===== config.mk =====
export PLATFORM = sky130hd
export DESIGN_NAME = alarm_annunciator_flat
export DESIGN_NICKNAME = d
export VERILOG_FILES = /design/src/rtl/alarm_annunciator_pkg.sv /design/src/rtl/alarm_annunciator_if.sv /design/src/rtl/annunciator_tone_gen.sv /design/src/rtl/alarm_annunciator.sv /design/src/flat_wrapper.sv
export SDC_FILE = /design/constraint.sdc
export NUM_CORES = 1
export LEC_CHECK = 0
export CORE_MARGIN = 5
export CORE_UTILIZATION = 60
export DETAILED_ROUTE_END_ITERATION = 16
export PLACE_DENSITY = 0.88
export SYNTH_ARGS = -nofsm -noshare
export SYNTH_HDL_FRONTEND = slang
export SYNTH_HIERARCHICAL = 1
export SYNTH_SLANG_ARGS = --single-unit
export TNS_END_PERCENT = 100

===== constraint.sdc =====
create_clock -name clk -period 3.7 [get_ports clk]
set_input_delay 0.74 -clock clk [delete_from_list [all_inputs] [get_ports clk]]
set_output_delay 0.74 -clock clk [all_outputs]
set_load 0.03 [all_outputs]

===== src/rtl/alarm_annunciator_pkg.sv =====
// Shared alarm-system definitions: annunciator state encoding, tone select and
// default timing constants for the output stage.
package alarm_annunciator_pkg;

  typedef enum logic [2:0] {
    StIdle,
    StChirpOn,
    StChirpOff,
    StSound,
    StHoldoff
  } ann_state_e;

  typedef enum logic {
    ToneHi,
    ToneLo
  } tone_e;

  localparam int unsigned DefHiHalf    = 2;
  localparam int unsigned DefLoHalf    = 3;
  localparam int unsigned DefWarbleLen = 12;
  localparam int unsigned DefFlashHalf = 4;
  localparam int unsigned DefChirpLen  = 3;
  localparam int unsigned DefChirpGap  = 2;
  localparam int unsigned DefSirenMax  = 40;

  function automatic int unsigned max_u(input int unsigned a, input int unsigned b);
    return (a > b) ? a : b;
  endfunction

endpackage


===== src/rtl/alarm_annunciator_if.sv =====
// Controller-to-annunciator signal bundle; master is the alarm controller side,
// slave is the annunciator output stage.
interface alarm_annunciator_if;

  logic system_arm;
  logic siren_req;
  logic spk;
  logic horn;
  logic lamp;
  logic timed_out;

  modport master (
    output system_arm,
    output siren_req,
    input  spk,
    input  horn,
    input  lamp,
    input  timed_out
  );

  modport slave (
    input  system_arm,
    input  siren_req,
    output spk,
    output horn,
    output lamp,
    output timed_out
  );

endinterface


===== src/rtl/annunciator_tone_gen.sv =====
// Two-tone warbling speaker square wave; restarts from high tone with spk low
// whenever start is pulsed, and idles low while run is low.
module annunciator_tone_gen
  import alarm_annunciator_pkg::*;
#(
  parameter int unsigned HI_HALF    = DefHiHalf,
  parameter int unsigned LO_HALF    = DefLoHalf,
  parameter int unsigned WARBLE_LEN = DefWarbleLen,
  parameter int unsigned CW         = 4
) (
  input  logic clk,
  input  logic rst,
  input  logic run,
  input  logic start,
  output logic spk
);

  logic [CW-1:0] half_q, half_d;
  logic [CW-1:0] warble_q, warble_d;
  logic [CW-1:0] half_max;
  tone_e         tone_q, tone_d;
  logic          spk_q, spk_d;

  assign half_max = (tone_q == ToneHi) ? CW'(HI_HALF - 1) : CW'(LO_HALF - 1);

  always_comb begin
    half_d   = half_q;
    warble_d = warble_q;
    tone_d   = tone_q;
    spk_d    = spk_q;
    if (!run || start) begin
      half_d   = '0;
      warble_d = '0;
      tone_d   = ToneHi;
      spk_d    = 1'b0;
    end else if (warble_q == CW'(WARBLE_LEN - 1)) begin
      // Tone change wins over a coincident half-period toggle; spk holds its level.
      warble_d = '0;
      half_d   = '0;
      tone_d   = (tone_q == ToneHi) ? ToneLo : ToneHi;
    end else begin
      warble_d = warble_q + 1'b1;
      if (half_q == half_max) begin
        half_d = '0;
        spk_d  = ~spk_q;
      end else begin
        half_d = half_q + 1'b1;
      end
    end
  end

  always_ff @(posedge clk or posedge rst) begin
    if (rst) begin
      half_q   <= '0;
      warble_q <= '0;
      tone_q   <= ToneHi;
      spk_q    <= 1'b0;
    end else begin
      half_q   <= half_d;
      warble_q <= warble_d;
      tone_q   <= tone_d;
      spk_q    <= spk_d;
    end
  end

  assign spk = spk_q;

endmodule


===== src/rtl/alarm_annunciator.sv =====
// Alarm output stage: warbling siren, horn relay, hazard flash and arm/disarm chirps.
// Optional siren timeout into HOLDOFF is built when ANNUNCIATOR_SIREN_TIMEOUT_EN is defined.
module alarm_annunciator
  import alarm_annunciator_pkg::*;
#(
  parameter int unsigned HI_HALF    = DefHiHalf,
  parameter int unsigned LO_HALF    = DefLoHalf,
  parameter int unsigned WARBLE_LEN = DefWarbleLen,
  parameter int unsigned FLASH_HALF = DefFlashHalf,
  parameter int unsigned CHIRP_LEN  = DefChirpLen,
  parameter int unsigned CHIRP_GAP  = DefChirpGap,
  parameter int unsigned SIREN_MAX  = DefSirenMax
) (
  input logic               clk,
  input logic               rst,
  alarm_annunciator_if.slave bus
);

  localparam int unsigned MaxParam = max_u(max_u(max_u(HI_HALF, LO_HALF),
                                                 max_u(WARBLE_LEN, FLASH_HALF)),
                                           max_u(max_u(CHIRP_LEN, CHIRP_GAP), SIREN_MAX));
  localparam int unsigned CW = $clog2(MaxParam) + 1;

  ann_state_e    state_q, state_d;
  logic [1:0]    chirps_q, chirps_d;
  logic [CW-1:0] cnt_q, cnt_d;
  logic [CW-1:0] flash_q, flash_d;
  logic          arm_q;
  logic          edge_ok_q;
  logic          horn_q, horn_d;
  logic          lamp_q, lamp_d;
  logic          arm_rise, arm_fall;
  logic          tone_run, tone_start;
  logic          spk;
`ifdef ANNUNCIATOR_SIREN_TIMEOUT_EN
  logic [CW-1:0] snd_q, snd_d;
  logic          timed_out_q;
`endif

  // Edges are masked on the first cycle after reset so a held arm level never chirps.
  assign arm_rise = edge_ok_q & bus.system_arm & ~arm_q;
  assign arm_fall = edge_ok_q & ~bus.system_arm & arm_q;

  always_comb begin
    state_d  = state_q;
    chirps_d = chirps_q;
    cnt_d    = cnt_q;
    flash_d  = flash_q;
    lamp_d   = 1'b0;
`ifdef ANNUNCIATOR_SIREN_TIMEOUT_EN
    snd_d    = snd_q;
`endif
    if (state_q == StHoldoff) begin
      if (arm_fall) begin
        state_d  = StChirpOn;
        chirps_d = 2'd2;
        cnt_d    = '0;
      end else if (!bus.siren_req) begin
        state_d = StIdle;
      end
    end else if (arm_fall) begin
      state_d  = StChirpOn;
      chirps_d = 2'd2;
      cnt_d    = '0;
    end else if (bus.siren_req && bus.system_arm) begin
      if (state_q != StSound) begin
        state_d = StSound;
        flash_d = '0;
        lamp_d  = 1'b1;
`ifdef ANNUNCIATOR_SIREN_TIMEOUT_EN
        snd_d   = '0;
`endif
      end else begin
        if (flash_q == CW'(FLASH_HALF - 1)) begin
          flash_d = '0;
          lamp_d  = ~lamp_q;
        end else begin
          flash_d = flash_q + 1'b1;
          lamp_d  = lamp_q;
        end
`ifdef ANNUNCIATOR_SIREN_TIMEOUT_EN
        if (snd_q == CW'(SIREN_MAX - 1)) begin
          state_d = StHoldoff;
        end else begin
          snd_d = snd_q + 1'b1;
        end
`endif
      end
    end else if (arm_rise) begin
      state_d  = StChirpOn;
      chirps_d = 2'd1;
      cnt_d    = '0;
    end else begin
      unique case (state_q)
        StChirpOn: begin
          if (cnt_q == CW'(CHIRP_LEN - 1)) begin
            cnt_d    = '0;
            chirps_d = chirps_q - 2'd1;
            state_d  = (chirps_q == 2'd1) ? StIdle : StChirpOff;
          end else begin
            cnt_d = cnt_q + 1'b1;
          end
        end
        StChirpOff: begin
          if (cnt_q == CW'(CHIRP_GAP - 1)) begin
            cnt_d   = '0;
            state_d = StChirpOn;
          end else begin
            cnt_d = cnt_q + 1'b1;
          end
        end
        StSound: state_d = StIdle;
        default: ;
      endcase
    end

    horn_d = (state_d == StChirpOn) || (state_d == StSound);
    if (state_d != StSound) begin
      lamp_d = (state_d == StChirpOn);
    end
  end

  assign tone_run   = (state_d == StSound);
  assign tone_start = (state_d == StSound) && (state_q != StSound);

  always_ff @(posedge clk or posedge rst) begin
    if (rst) begin
      state_q   <= StIdle;
      chirps_q  <= 2'd0;
      cnt_q     <= '0;
      flash_q   <= '0;
      arm_q     <= 1'b0;
      edge_ok_q <= 1'b0;
      horn_q    <= 1'b0;
      lamp_q    <= 1'b0;
    end else begin
      state_q   <= state_d;
      chirps_q  <= chirps_d;
      cnt_q     <= cnt_d;
      flash_q   <= flash_d;
      arm_q     <= bus.system_arm;
      edge_ok_q <= 1'b1;
      horn_q    <= horn_d;
      lamp_q    <= lamp_d;
    end
  end

`ifdef ANNUNCIATOR_SIREN_TIMEOUT_EN
  always_ff @(posedge clk or posedge rst) begin
    if (rst) begin
      snd_q       <= '0;
      timed_out_q <= 1'b0;
    end else begin
      snd_q       <= snd_d;
      timed_out_q <= (state_d == StHoldoff);
    end
  end

  assign bus.timed_out = timed_out_q;
`else
  assign bus.timed_out = 1'b0;
`endif

  annunciator_tone_gen #(
    .HI_HALF    (HI_HALF),
    .LO_HALF    (LO_HALF),
    .WARBLE_LEN (WARBLE_LEN),
    .CW         (CW)
  ) u_tone_gen (
    .clk   (clk),
    .rst   (rst),
    .run   (tone_run),
    .start (tone_start),
    .spk   (spk)
  );

  assign bus.spk  = spk;
  assign bus.horn = horn_q;
  assign bus.lamp = lamp_q;

endmodule

===== src/flat_wrapper.sv =====
// flat-port wrapper written by rule: the top's interface ports become plain ports
module alarm_annunciator_flat import alarm_annunciator_pkg::*;
#(
  parameter int unsigned HI_HALF    = DefHiHalf,
  parameter int unsigned LO_HALF    = DefLoHalf,
  parameter int unsigned WARBLE_LEN = DefWarbleLen,
  parameter int unsigned FLASH_HALF = DefFlashHalf,
  parameter int unsigned CHIRP_LEN  = DefChirpLen,
  parameter int unsigned CHIRP_GAP  = DefChirpGap,
  parameter int unsigned SIREN_MAX  = DefSirenMax
)
  (clk, rst, bus_system_arm, bus_siren_req, bus_spk, bus_horn, bus_lamp, bus_timed_out);
  alarm_annunciator_if bus_i ();
  input logic clk;
  input logic rst;
  input wire logic [$bits(bus_i.system_arm)-1:0] bus_system_arm;
  input wire logic [$bits(bus_i.siren_req)-1:0] bus_siren_req;
  output wire logic [$bits(bus_i.spk)-1:0] bus_spk;
  output wire logic [$bits(bus_i.horn)-1:0] bus_horn;
  output wire logic [$bits(bus_i.lamp)-1:0] bus_lamp;
  output wire logic [$bits(bus_i.timed_out)-1:0] bus_timed_out;
  assign bus_i.system_arm = bus_system_arm;
  assign bus_i.siren_req = bus_siren_req;
  assign bus_spk = bus_i.spk;
  assign bus_horn = bus_i.horn;
  assign bus_lamp = bus_i.lamp;
  assign bus_timed_out = bus_i.timed_out;
  alarm_annunciator #(.HI_HALF(HI_HALF), .LO_HALF(LO_HALF), .WARBLE_LEN(WARBLE_LEN), .FLASH_HALF(FLASH_HALF), .CHIRP_LEN(CHIRP_LEN), .CHIRP_GAP(CHIRP_GAP), .SIREN_MAX(SIREN_MAX)) u_core (.clk(clk), .rst(rst), .bus(bus_i));
endmodule

# Word level (Yosys, flattened, before mapping)
# Cells that the tools add are included.
[word_totals]
inputBits = 4
reg_bits = 39
out_inout_bits = 4
[op_classes]
n_bitwise = 10
n_mux = 46
n_reduce_logical = 14
n_addsub = 5
n_eq_ne = 18
[ops]
columns = ["cell", "count"]
rows = [
  ["$mux 7", 14],
  ["$add 7x1->7 const B", 4],
  ["$mux 3", 9],
  ["$mux 2", 9],
  ["$eq 7x2->1 const B", 2],
  ["$pmux 7 s2", 1],
  ["$mux 1", 12],
  ["$eq 3x2->1 const B", 3],
  ["$pmux 3 s3", 1],
  ["$eq 7x1->1 const B", 1],
  ["$eq 7x2->1", 1],
  ["$eq 7x4->1 const B", 1],
  ["$eq 3x1->1 const B", 2],
  ["$ne 3x2->1 const B", 2],
  ["$ne 6x4->1 const B", 1],
  ["$not 1->1", 6],
  ["$reduce_and 3->1", 2],
  ["$reduce_bool 3->1", 2],
  ["$and 1x1->1", 4],
  ["$ne 2x1->1 const B", 2],
  ["$reduce_and 4->1", 1],
  ["$reduce_bool 2->1", 2],
  ["$reduce_bool 4->1", 1],
  ["$eq 3x3->1 const B", 1],
  ["7 further kinds", 9],
]

# Logic depth before layout (Yosys ltp)
[depth]
word_depth = 13
depth_mapped = 8
ltp_nobuf = 7

# Cells and area by module
# The synthesis kept the hierarchy.
[by_module_without_submodules]
columns = ["mod", "cells_per_inst", "instances", "area_each_um2"]
rows = [
  ["alarm_annunciator", 162, 1, 1458.9],
  ["annunciator_tone_gen", 71, 1, 747.0],
]

# Least setup slack after synthesis
# Ideal clock, no wire load.
[synth_path]
path_kind = "input to register"
from = "input port bus_siren_req"
to = "register u_core.u_tone_gen.half_q[2]"
cell_stages = 8
setup_slack_ns = 1.596
setup_ns = 0.119
arrival_time_ns = 1.985
cell_sequence = "and2_1 > clkbuf_1 > nand2_1 > nor2_1 > nand2b_1 > a31o_2 > nand2b_4 > nor2_1"
[synth_between]
elab_chain_len = 8
elab_cells_between_ends = 11
cone_classes = "eq/ne: 1; mux: 6; reduce/logical: 4"
[synth_rtl]
columns = ["item", "line", "source"]
rows = [
  ["start: declaration", "flat_wrapper.sv:17", "input wire logic [$bits(bus_i.siren_req)-1:0] bus_siren_req;"],
  ["$logic_and 1x1->1", "alarm_annunciator.sv:65", "end else if (bus.siren_req && bus.system_arm) begin"],
  ["$mux 3", "alarm_annunciator.sv:65", ""],
  ["$mux 3", "alarm_annunciator.sv:61", "end else if (arm_fall) begin"],
  ["$mux 3 (*)", "alarm_annunciator.sv:53", "if (state_q == StHoldoff) begin"],
  ["$eq 3x2->1 (*)", "alarm_annunciator.sv:124", "assign tone_start = (state_d == StSound) && (state_q != StSound);"],
  ["$logic_and 1x1->1 (*)", "alarm_annunciator.sv:124", ""],
  ["via u_core.tone_start", "alarm_annunciator.sv:33", "logic tone_run, tone_start;"],
  ["$logic_or 1x1->1 (*)", "annunciator_tone_gen.sv:31", "if (!run || start) begin"],
  ["$mux 7 (*)", "annunciator_tone_gen.sv:31", ""],
  ["via u_core.u_tone_gen.half_d[2]", "annunciator_tone_gen.sv:18", "logic [CW-1:0] half_q, half_d;"],
  ["end signal: assignment", "annunciator_tone_gen.sv:59", "half_q <= half_d;"],
  ["end: declaration", "annunciator_tone_gen.sv:18", ""],
]
# Mark *: on every way through the listed nets, which the timed path passes. The rest lies on a longest branch.
# A chain may end at the register's enable or synchronous reset.

# Final worst setup path
[layout_path]
from = "input port bus_system_arm"
to = "register u_core.u_tone_gen.half_q[2]"
[layout_between]
elab_chain_len = 10
elab_cells_between_ends = 16
cone_classes = "eq/ne: 1; mux: 6; bitwise: 5; reduce/logical: 4"
[layout_rtl]
columns = ["item", "line", "source"]
rows = [
  ["start: declaration", "flat_wrapper.sv:16", "input wire logic [$bits(bus_i.system_arm)-1:0] bus_system_arm;"],
  ["$and 1x1->1 (2 in a row)", "alarm_annunciator.sv:41", "assign arm_rise = edge_ok_q & bus.system_arm & ~arm_q;"],
  ["$mux 3", "alarm_annunciator.sv:89", "end else if (arm_rise) begin"],
  ["$mux 3", "alarm_annunciator.sv:65", ""],
  ["$mux 3", "alarm_annunciator.sv:61", ""],
  ["$mux 3 (*)", "alarm_annunciator.sv:53", ""],
  ["$eq 3x2->1 (*)", "alarm_annunciator.sv:124", ""],
  ["$logic_and 1x1->1 (*)", "alarm_annunciator.sv:124", ""],
  ["via u_core.tone_start", "alarm_annunciator.sv:33", ""],
  ["$logic_or 1x1->1 (*)", "annunciator_tone_gen.sv:31", ""],
  ["$mux 7 (*)", "annunciator_tone_gen.sv:31", ""],
  ["via u_core.u_tone_gen.half_d[2]", "annunciator_tone_gen.sv:18", ""],
]
# Marked as above.

==> results.txt <==
The number of antenna diodes in the final layout is 0. The via count of the first global-routing pass is around 1600. The cell count of the worst hold path is 1.

Counting both buffers and inverters, the worst setup path holds a total of 1. In this run the clock root is driven by a sky130_fd_sc_hd__clkbuf_8. Setup violations remaining at the end of the flow were counted as 0.

The maximum fanout encountered on the critical timing path came out at 10. The clock period could shrink to approximately 2.7 ns. The worst hold path begins at u_core/u_tone_gen/warble_q[0].

The final number of max-transition violations came to 0. Ranked by total cell area, the synthesized netlist is headed by sky130_fd_sc_hd__dfrtp_1, sky130_fd_sc_hd__nor2_1, sky130_fd_sc_hd__ha_1. The leakage power came out at 1.04 nW. The area share of the largest cell type after synthesis came out at between 40 and 50%. The endpoint identified for the worst register-to-register timing path is u_core/u_tone_gen/half_q[2]. The vertical extent of the die came out at 70.6 um. The via count came out at 1648. The mean instance size in the synthesized netlist came out at 9.47 um^2.

In this run, synthesis inferred 0 flip-flops with an integrated enable. The share of the clock period used by the worst path came out at 71.8%. The count of clock tree sinks is 39. The count of distinct cell types in the synthesized netlist is between 50 and 60. The startpoint identified for the worst register-to-register timing path is u_core/state_q[2]. Synthesis produced 233 cells. After synthesis, the most frequently instantiated cells are sky130_fd_sc_hd__dfrtp_1, sky130_fd_sc_hd__nor2_1, sky130_fd_sc_hd__nand2_1, sky130_fd_sc_hd__o21ai_0, sky130_fd_sc_hd__nand3_1. The Yosys step of the flow raised 6 warnings. The worst hold path terminates at u_core/u_tone_gen/warble_q[0]. The number of antenna violations at the first check in global routing is 0. The power per cell area came out at 495 nW/um^2. Once the clock tree was built, the setup fixing pass inserted 0 buffers. Clock-pin slew was measured on the worst setup and hold paths at ~0.070 ns.

The kind of cell adding the most delay to the critical path is simple AND/OR/NAND/NOR gates. The setup check on the worst reg-to-reg path leaves a slack of 1.38 ns. Global routing finished with a remaining overflow of 0.

The pre-CTS setup slack came out at 0.780 ns. sky130_fd_sc_hd__dfrtp_1 is the most common cell in the netlist. The area overhead of the layout relative to synthesis is 8.45%.

Summed over all failing endpoints, the final setup total negative slack is 0 ns. The post-detailed-placement half-perimeter wirelength came out at a little under 3000 um. The class of the most critical hold timing path is flop to flop. From left edge to right edge, the die measures 70.6 um. The worst setup path startpoint is bus_system_arm.

The clock skew is 0.00376 ns. The run finished with clean final reports. The highest attainable clock frequency came out at 0.376 GHz. The count of routing violations after the opening detailed-route iteration is 90. The vias per cell is 5.64. Setup repair after global routing left no endpoint under its margin. The largest individual stage delay along the critical path comes from the cell sky130_fd_sc_hd__clkdlybuf4s50_1. STA classifies the critical path endpoint as a flop.

The critical path class is input port to flop. The final routed wirelength across all metal layers came out at just under 4000 um. The cell area reported after detailed placement came out at ~2300 um^2. The worst-case clock buffer depth came out at 2. Among all flip-flop cells after synthesis, the most frequent one is sky130_fd_sc_hd__dfrtp_1.

The number of H-tree branching levels came out at 2. The number of hold violations in the final report is 0. Hold repair after CTS inserted 0 buffers. In the final routed layout, each cell accounts on average for around 14 um.

The cell row count is 22. Among the stages of the critical path, the cell type that occurs most often is sky130_fd_sc_hd__nor2_1. The number of gates resized after cts is 0. The worst setup path is launched from an input port.

The die footprint came out at between 4000 and 5000 um^2. The net count of the mapped netlist came out at 244. The worst path arrival time is roughly 2.8 ns.

The normalized max-slew margin is between 30% and 40%. The worst reg2reg path depth came out at 7. The number of buffers inserted by port buffering came out at 6. The critical path required time came out at a little under 4 ns. The pin count of the biggest net entering global routing came out at 24.

The global placement routability congestion came out at 0.808. The CTS tree is built. The core region area is 3610 um^2. The transition at the pin with the smallest max-transition slack is a little over 0.9 ns. Cells fill 66.3% of the core in the end. The post-synthesis sequential area ratio is 44.2%.

Across every metal layer, demand over resource in global routing totals approximately 17%. The library cell occupying the most area in the post-synthesis netlist is sky130_fd_sc_hd__dfrtp_1. The fraction of final layout cells sized beyond drive strength 1 is around a tenth.

The number of nets still failing antenna checks after routing is 0. The first detailed-routing pass took 4 iterations. The count of nets after finishing came out at approximately 250.

The flop and latch count out of synthesis is 39. The first global-routing pass estimated 6990 um of wire. The effective utilization at floorplan is 61.2%. In the post-route analysis, the smallest setup slack over all paths is 1.04 ns. During I/O placement, the number of pins put on the boundary was 8. The remaining design rule violation count came out at 0. Across the VDD grid, the largest voltage drop is about 0.00038 V. The post-synthesis instance area is 2210 um^2. The worst-skew pair later-pin latency came out at 0.28 ns. Counting flops with an async set or reset pin after synthesis yields a share of 100%. Traced cell by cell, the critical path runs through clkdlybuf4s50_1 > and2_1 > nand2_1 > nor2_1 > nand2b_1 > a31o_2 > nand2b_4 > nor2_1.

For this run, the slowest stage of the critical path takes 0.63 ns. The CTS buffer count came out at 5. The area of all placed cells without fillers is approximately 2400 um^2. The number of violations of the max-capacitance limit came out at 0.
through the flow:
stage	std cells	power, mW	hold WS (ns)
4_1_cts	292	1.20	0.465
3_5_place_dp	284	0.924	0.455
5_1_grt	292	1.27	0.496
3_3_place_gp	284	0.912	0.443
2_1_floorplan	233	0.832	0.424
6_report	292	1.18	0.458
how the worst max path moves through the flow:
stage,slack [ns],cells after the start,to
floorplan,1.60,8,u_core/u_tone_gen/half_q[2]
global placement,0.88,8,u_core/u_tone_gen/half_q[2]
detailed placement,0.78,8,u_core/u_tone_gen/half_q[2]
CTS,1.08,8,u_core/u_tone_gen/half_q[2]
global route,0.85,8,u_core/u_tone_gen/half_q[4]
finish,1.04,8,u_core/u_tone_gen/half_q[2]
flip-flops by register name, summed over array words and instances, names as in the netlist, 2 cells and up:
| signal | flops |
|---|---|
| u_core/u_tone_gen/half_q | 7 |
| u_core/cnt_q | 7 |
| u_core/chirps_q | 2 |
| u_core/u_tone_gen/warble_q | 7 |
| u_core/state_q | 3 |
| u_core/flash_q | 7 |
power breakdown:
group / switching (mW) / internal [mW]
clock network: 0.135 / 0.132
registers: 0.0751 / 0.487
logic: 0.194 / 0.161
total: 0.403 / 0.780
layer usage:
layer / track usage, % / vias to the layer above / part of all wire (%)
li1: - / 837 / -
met1: 22.0 / 778 / 47
met2: 28.4 / 28 / 48
met3: 3.84 / 5 / 3.2
met4: 6.68 / 0 / 1.5
met5: 0 / - / 0
layout make-up:
| type | instances | area (um^2) |
|---|---|---|
| multi-input combinational | 181 | 1180 |
| tap | 48 | 60.1 |
| timing repair buffer | 6 | 60.1 |
| sequential | 39 | 976 |
| fill | 295 | 1210 |
| clock inverter | 1 | 5.00 |
| inverter | 10 | 37.5 |
| clock buffer | 7 | 76.3 |
cells by family (layout without fill, tap and decap cells):
family                   after synthesis  in the layout  share of synthesized area [%]
AO/OA/AOI/OAI                         53             53                           16.8
XOR/XNOR                              13             13                           5.16
adder cells (fa/ha/maj)                8              8                           4.42
buffers and inverters                 13             24                           2.38
flip-flops                            39             39                           44.2
multiplexers                           2              2                           1.19
other                                  2              2                          0.340
AND/OR/NAND/NOR                      103            103                           25.4
cell usage in the layout, fill, tap and decap left out, drive strengths merged, types with 3 or more instances in the layout:
master         synthesis  routed
clkbuf                 2       7
o21ai                 19      19
o31ai                  3       3
nor4                   4       4
inv                   10      10
nand2b                 9       9
nor2                  25      25
clkdlybuf4s50          0       6
and3                   4       4
a21boi                 3       3
nor2b                  9       9
nor3                   3       3
a21oi                  7       7
xor2                   5       5
nand3                 11      11
xnor2                  8       8
a211oi                 3       3
dfrtp                 39      39
nor3b                  3       3
nand2                 21      21
ha                     7       7
a31o                   3       3
or2                    5       5
(Power assumes the default switching activity.)
